[config.mk]
export PLATFORM = sky130hd
export DESIGN_NAME = modexp_sequencer
export DESIGN_NICKNAME = d
export VERILOG_FILES = /design/src/rtl/modexp_sequencer.sv
export SDC_FILE = /design/constraint.sdc
export NUM_CORES = 2
export LEC_CHECK = 0
export CORE_AREA = 2 2 602 604
export CTS_CLUSTER_SIZE = 10
export DETAILED_ROUTE_END_ITERATION = 10
export DIE_AREA = 0 0 604 606
export DONT_BUFFER_PORTS = 1
export PLACE_DENSITY = 0.3
export REMOVE_ABC_BUFFERS = 1
export SKIP_CTS_REPAIR_TIMING = 1
export SLEW_MARGIN = 20
export SYNTH_ARGS = -nofsm -noshare
export SYNTH_HDL_FRONTEND = slang
export SYNTH_SLANG_ARGS = --single-unit
[constraint.sdc]
create_clock -name clock -period 3.25 [get_ports clock]
set_input_delay 0.975 -clock clock [delete_from_list [all_inputs] [get_ports clock]]
set_output_delay 0.975 -clock clock [all_outputs]
set_load 0.005 [all_outputs]
[src/rtl/modexp_sequencer.sv]
// modexp_sequencer: drives a pipelined 256-bit modular multiplier to compute
// base^exp mod p by left-to-right binary square-and-multiply, one multiply in flight.
module modexp_sequencer #(
    parameter int unsigned EXP_BITS = 256,
    parameter int unsigned TIMEOUT  = 64,
    parameter int unsigned CNT_W    = 10
) (
    input  logic                clock,
    input  logic                reset,
    input  logic                start,
    input  logic [255:0]        base,
    input  logic [EXP_BITS-1:0] exp,
    output logic                busy,
    output logic                done,
    output logic                error,
    output logic [255:0]        result,
    output logic [CNT_W-1:0]    op_count,
    output logic                mul_in_valid,
    output logic [255:0]        mul_x,
    output logic [255:0]        mul_y,
    input  logic [255:0]        mul_q,
    input  logic                mul_out_valid
);

    localparam int unsigned IdxW  = (EXP_BITS > 1) ? $clog2(EXP_BITS) : 1;
    localparam int unsigned WaitW = $clog2(TIMEOUT + 1);

    typedef enum logic [2:0] {
        StIdle,
        StScan,
        StSqrIssue,
        StSqrWait,
        StMulIssue,
        StMulWait,
        StDone
    } state_e;

    state_e              state_q;
    logic [255:0]        b_q;
    logic [255:0]        acc_q;
    logic [EXP_BITS-1:0] e_q;
    logic [IdxW-1:0]     idx_q;
    logic [WaitW-1:0]    wait_q;
    logic                bit_set;
    logic                idx_zero;
    logic                wait_expired;

    // Current exponent bit and loop-end / timeout conditions.
    always_comb begin
        bit_set      = e_q[idx_q];
        idx_zero     = (idx_q == '0);
        // The issue cycle counts towards the budget, so done lands TIMEOUT cycles after issue.
        wait_expired = (wait_q == WaitW'(TIMEOUT - 2));
    end

    // Sequencer FSM; all outputs are registered and set on entry to the state that owns them.
    always_ff @(posedge clock) begin
        if (reset) begin
            state_q      <= StIdle;
            b_q          <= '0;
            acc_q        <= '0;
            e_q          <= '0;
            idx_q        <= '0;
            wait_q       <= '0;
            busy         <= 1'b0;
            done         <= 1'b0;
            error        <= 1'b0;
            result       <= '0;
            op_count     <= '0;
            mul_in_valid <= 1'b0;
            mul_x        <= '0;
            mul_y        <= '0;
        end else begin
            mul_in_valid <= 1'b0;
            done         <= 1'b0;
            unique case (state_q)
                StIdle: begin
                    if (start) begin
                        b_q      <= base;
                        e_q      <= exp;
                        op_count <= '0;
                        error    <= 1'b0;
                        busy     <= 1'b1;
                        if (exp == '0) begin
                            acc_q   <= 256'd1;
                            result  <= 256'd1;
                            done    <= 1'b1;
                            state_q <= StDone;
                        end else begin
                            idx_q   <= IdxW'(EXP_BITS - 1);
                            state_q <= StScan;
                        end
                    end
                end
                StScan: begin
                    if (bit_set) begin
                        acc_q <= b_q;
                        if (idx_zero) begin
                            result  <= b_q;
                            done    <= 1'b1;
                            state_q <= StDone;
                        end else begin
                            idx_q        <= idx_q - IdxW'(1);
                            mul_x        <= b_q;
                            mul_y        <= b_q;
                            mul_in_valid <= 1'b1;
                            state_q      <= StSqrIssue;
                        end
                    end else begin
                        idx_q <= idx_q - IdxW'(1);
                    end
                end
                StSqrIssue, StMulIssue: begin
                    if (op_count != '1) begin
                        op_count <= op_count + CNT_W'(1);
                    end
                    wait_q  <= '0;
                    state_q <= (state_q == StSqrIssue) ? StSqrWait : StMulWait;
                end
                StSqrWait, StMulWait: begin
                    if (mul_out_valid) begin
                        acc_q <= mul_q;
                        if ((state_q == StSqrWait) && bit_set) begin
                            mul_x        <= mul_q;
                            mul_y        <= b_q;
                            mul_in_valid <= 1'b1;
                            state_q      <= StMulIssue;
                        end else if (idx_zero) begin
                            result  <= mul_q;
                            done    <= 1'b1;
                            state_q <= StDone;
                        end else begin
                            idx_q        <= idx_q - IdxW'(1);
                            mul_x        <= mul_q;
                            mul_y        <= mul_q;
                            mul_in_valid <= 1'b1;
                            state_q      <= StSqrIssue;
                        end
                    end else if (wait_expired) begin
                        acc_q   <= '0;
                        result  <= '0;
                        error   <= 1'b1;
                        done    <= 1'b1;
                        state_q <= StDone;
                    end else begin
                        wait_q <= wait_q + WaitW'(1);
                    end
                end
                StDone: begin
                    busy    <= 1'b0;
                    state_q <= StIdle;
                end
                default: state_q <= StIdle;
            endcase
        end
    end

endmodule
==> run summary <==
The run finished, with violations left. The checks that failed: negative setup slack. Counting every sink on the clock net gives 1312. The number of levels the H-tree was split into came out at 4. The worst setup path is of the flip-flop to flip-flop kind. The count of pins on the block boundary is 1554. The leading cell type in the layout, fill and taps excluded is sky130_fd_sc_hd__nand2_1. The global-route usage over all layers is 0.200. The number of cells in the finished layout apart from fillers is 12.4k.

The total count of hold-check failures in the final report is 0. The total number of placement rows came out at 221. The area growth from synthesis to layout came out at 29.3%.

The number of CTS-inserted buffers is 181. The height of the die came out at 606 um. The transition time of the tightest slew-check pin came out at 1.50 ns. Of the total synthesized cell area, the portion taken by AND, OR, NAND and NOR gates is 0.151. The first global-routing pass estimated 516000 um of wire. For this configuration, the core starts out at a cell density of 0.167. The fraction of final layout cells sized beyond drive strength 1 is 0.148.

The worst setup path is captured at a flip-flop. The worst reg2reg path startpoint is idx_q[0]$_SDFFE_PP0P_. In this run the tool buffered the top-level ports with 0 buffer cells. The share of the cycle needed by the critical path after routing came out at 1.20. The max-cap check violation count is 0. The power after layout came out at 86.5 mW. At the placement stage, the worst setup path has a slack of -1.11 ns. Of the total synthesized cell area, the portion taken by XOR and XNOR cells is 0.00131. Subtracting the final worst setup slack from the clock period gives 3.90 ns. The tightest min-delay check is of the input pin to flip-flop type. Headroom to the max-slew limit came out at 0.00263.

Once detailed placement completed, the half-perimeter wirelength came to 283000 um. For this run, the leading register cell type out of synthesis is sky130_fd_sc_hd__dfxtp_1. The power per unit of standard cell area came out at 1110 nW/um2.

The endpoint identified for the worst register-to-register timing path is mul_y[90]$_SDFFE_PP0P_. The share of synthesized cell area in full adder, half adder and majority cells came out at 0.00104. For this block, the routed nets add up to 407000 um of wire. The detail route stage leaves a number of antenna-violating nets equal to 0. The sequential fraction of the synthesis area is 0.437. The signal on the critical path passes through buf_12 -> clkbuf_16 -> mux4_2 -> mux2i_4 -> nor3_2 -> o41ai_1 -> buf_4 -> a22oi_2 -> or3_4 -> buf_16 -> buf_12 -> o22a_1 -> o221ai_2 -> a21oi_1. Of all nets on the critical path, the largest fanout is 22.

The portion of netlist area occupied by mux cells is 0.0264. The startpoint of the lowest-slack hold path is base[235]. In this run, synthesis produced a sequential element count of 1312. The cell count after synthesis came out at 7455. The total number of vias came out at 61.8k. The final weighted congestion in routability-driven placement came out at 0.876.

The number of antenna violations at the first check in global routing was 44. The required time of the critical path is 4.04 ns. The number of iterations in the first detailed-routing pass is 6. The die covers 366000 um2.

The worst register-to-register path has a depth of 14. TritonCTS built the clock tree. In the final routed layout, each cell accounts on average for 32.8 um. The signal arrival time at the worst endpoint is 4.69 ns. The peak clock frequency supported by timing came out at 256 MHz. In this run the cell area of the synthesized design comes to 60000 um2. During synthesis, Yosys emitted a total of 0 warnings. The clock tree skew after final layout is 0.0782 ns. The floorplan core area is 360000 um2. The maximum clock path buffer count came out at 4.

The global-route congestion overflow total is 0. The clock slew at the register clock pins of the worst setup and hold paths is 0.06 ns. The average cell area after synthesis came out at 8.05 um2.

The max-slew violation total from the final report is 0. The capture endpoint of the worst hold path is b_q[235]$_SDFFE_PP0P_. The number of placed instances with taps included came out at 11.9k. The reg2reg setup slack is -0.65 ns. The instance count along the most critical hold path came out at 2. The number of design-rule violations left by the first detailed-router iteration is 5599. The die is 604 um wide. The count of unresolved DRC violations after routing came out at 0. The longest individual stage delay on the worst path is 0.55 ns.

Clock tree synthesis selected as its root buffer the cell sky130_fd_sc_hd__clkbuf_16. The final layout contains 8215 nets. The number of library cell types mapped by synthesis is 75.

For this design, the slowest cell found on the critical path is sky130_fd_sc_hd__mux4_2. Once layout is complete, the utilization of the core stands at 0.215. Leaving out fill and tap cells, the most frequent cells in the layout are sky130_fd_sc_hd__nand2_1 (1833), sky130_fd_sc_hd__dfxtp_1 (1307), sky130_fd_sc_hd__a21oi_1 (1025). The highest ir drop seen on vdd came out at 0.504 mV. The compound-cell area share of the yosys netlist is 0.322. The maximum number of pins on one net before global-route repair came out at 250. Setup repair after global routing could not meet its margin everywhere. The startpoint type of the worst setup path is a flip-flop.

The static leakage power came out at 24.1 nW. In the post-route analysis, the smallest setup slack over all paths is -0.649 ns. The final count of negative-setup-slack endpoints is 778. After synthesis, the largest family of logic cells by area is compound AO/OA/AOI/OAI gates. For this run, asynchronously set or reset flops after synthesis account for 0.

The routed via count divided by cell count is 4.98. The most numerous cell type found on the critical path is sky130_fd_sc_hd__buf_12. The synthesized design contains 0 enable-type register cells.

The number of global-route vias before repair is 56.6k. The clock latency on the worst-skew pair is 0.92 ns.
-- cells in the mapped netlist (51+ instances only) --
library cell,instances,area (um2)
sky130_fd_sc_hd__nand2_1,1837,6900
sky130_fd_sc_hd__dfxtp_1,1312,26300
sky130_fd_sc_hd__a21oi_1,1050,5260
sky130_fd_sc_hd__clkbuf_1,596,2240
sky130_fd_sc_hd__nor2_1,295,1110
sky130_fd_sc_hd__o21ai_0,276,1380
sky130_fd_sc_hd__a211oi_1,261,1960
sky130_fd_sc_hd__o22ai_1,260,1630
sky130_fd_sc_hd__a22oi_1,258,1940
sky130_fd_sc_hd__a311oi_1,257,2250
sky130_fd_sc_hd__o221ai_1,257,2250
sky130_fd_sc_hd__o22a_1,255,2230
sky130_fd_sc_hd__buf_2,117,586
sky130_fd_sc_hd__nor4_1,70,438
sky130_fd_sc_hd__mux4_2,51,1150
-- layout make-up --
| cell class | instances | area, um2 |
|---|---|---|
| Sequential cell | 1312 | 26300 |
| Clock inverter | 29 | 370 |
| Timing Repair Buffer | 603 | 8150 |
| Tap cell | 4794 | 6000 |
| Antenna cell | 59 | 148 |
| Inverter | 12 | 62.6 |
| Clock buffer | 279 | 5370 |
| Multi-Input combinational cell | 5328 | 31200 |
| Fill cell | 39800 | 283000 |
-- registers in the layout, summed over array words and instances, names as in the netlist --
name,count
b_q,256
busy,1
done,1
e_q,256
error,1
idx_q,8
mul_in_valid,1
mul_x,256
mul_y,256
op_count,10
result,256
state_q,3
wait_q,7
-- cell families after synthesis --
logic type / count (synthesis)
compound gates: 2925
simple gates: 2301
flops: 1312
buf+inv: 815
mux: 88
xor+xnor: 9
fa+ha+maj: 5
-- routing by layer --
layer	part of all wire	GRT usage
met5	0.00026	0
met4	0.054	0.0960
met3	0.081	0.0552
met2	0.48	0.344
met1	0.38	0.227
-- where the power goes --
group	switching, mW	internal, mW	total (mW)
clock network	8.44	11.6	20.0
registers	7.76	21.1	28.9
logic	22.7	14.9	37.6
-- critical path: cells and delay by family (launching register included) --
family,cells,cell delay (ns)
AO/OA/AOI/OAI,5,1.06
AND/OR/NAND/NOR,2,0.56
multiplexers,2,0.77
buffers and inverters,5,0.95
flip-flops,1,0.37
-- how the worst max path moves through the flow --
stage	startpoint	end	slack, ns	cells after the start
floorplan	state_q[2]$_SDFFE_PP0P_	b_q[0]$_SDFFE_PP0P_	-56.24	3
global placement	exp[83]	result[68]$_SDFFE_PP0P_	-1.10	14
detailed placement	exp[83]	result[46]$_SDFFE_PP0P_	-1.11	14
CTS	idx_q[0]$_SDFFE_PP0P_	mul_y[135]$_SDFFE_PP0P_	-1.03	15
global route	idx_q[0]$_SDFFE_PP0P_	result[162]$_SDFFE_PP0P_	-0.75	17
finish	idx_q[0]$_SDFFE_PP0P_	mul_y[90]$_SDFFE_PP0P_	-0.65	14
-- stage by stage --
step | instance area (um2) | hold WS [ns] | TNS (ns)
2_1_floorplan | 56400 | 0.425 | -
6_report | 77600 | 0.190 | -371.82
3_3_place_gp | 68000 | 0.441 | -598.64
4_1_cts | 73800 | 0.0974 | -521.38
5_1_grt | 77600 | 0.145 | -473.21
3_5_place_dp | 68000 | 0.444 | -610.51
No activity file was read; power rests on OpenSTA's default activity.
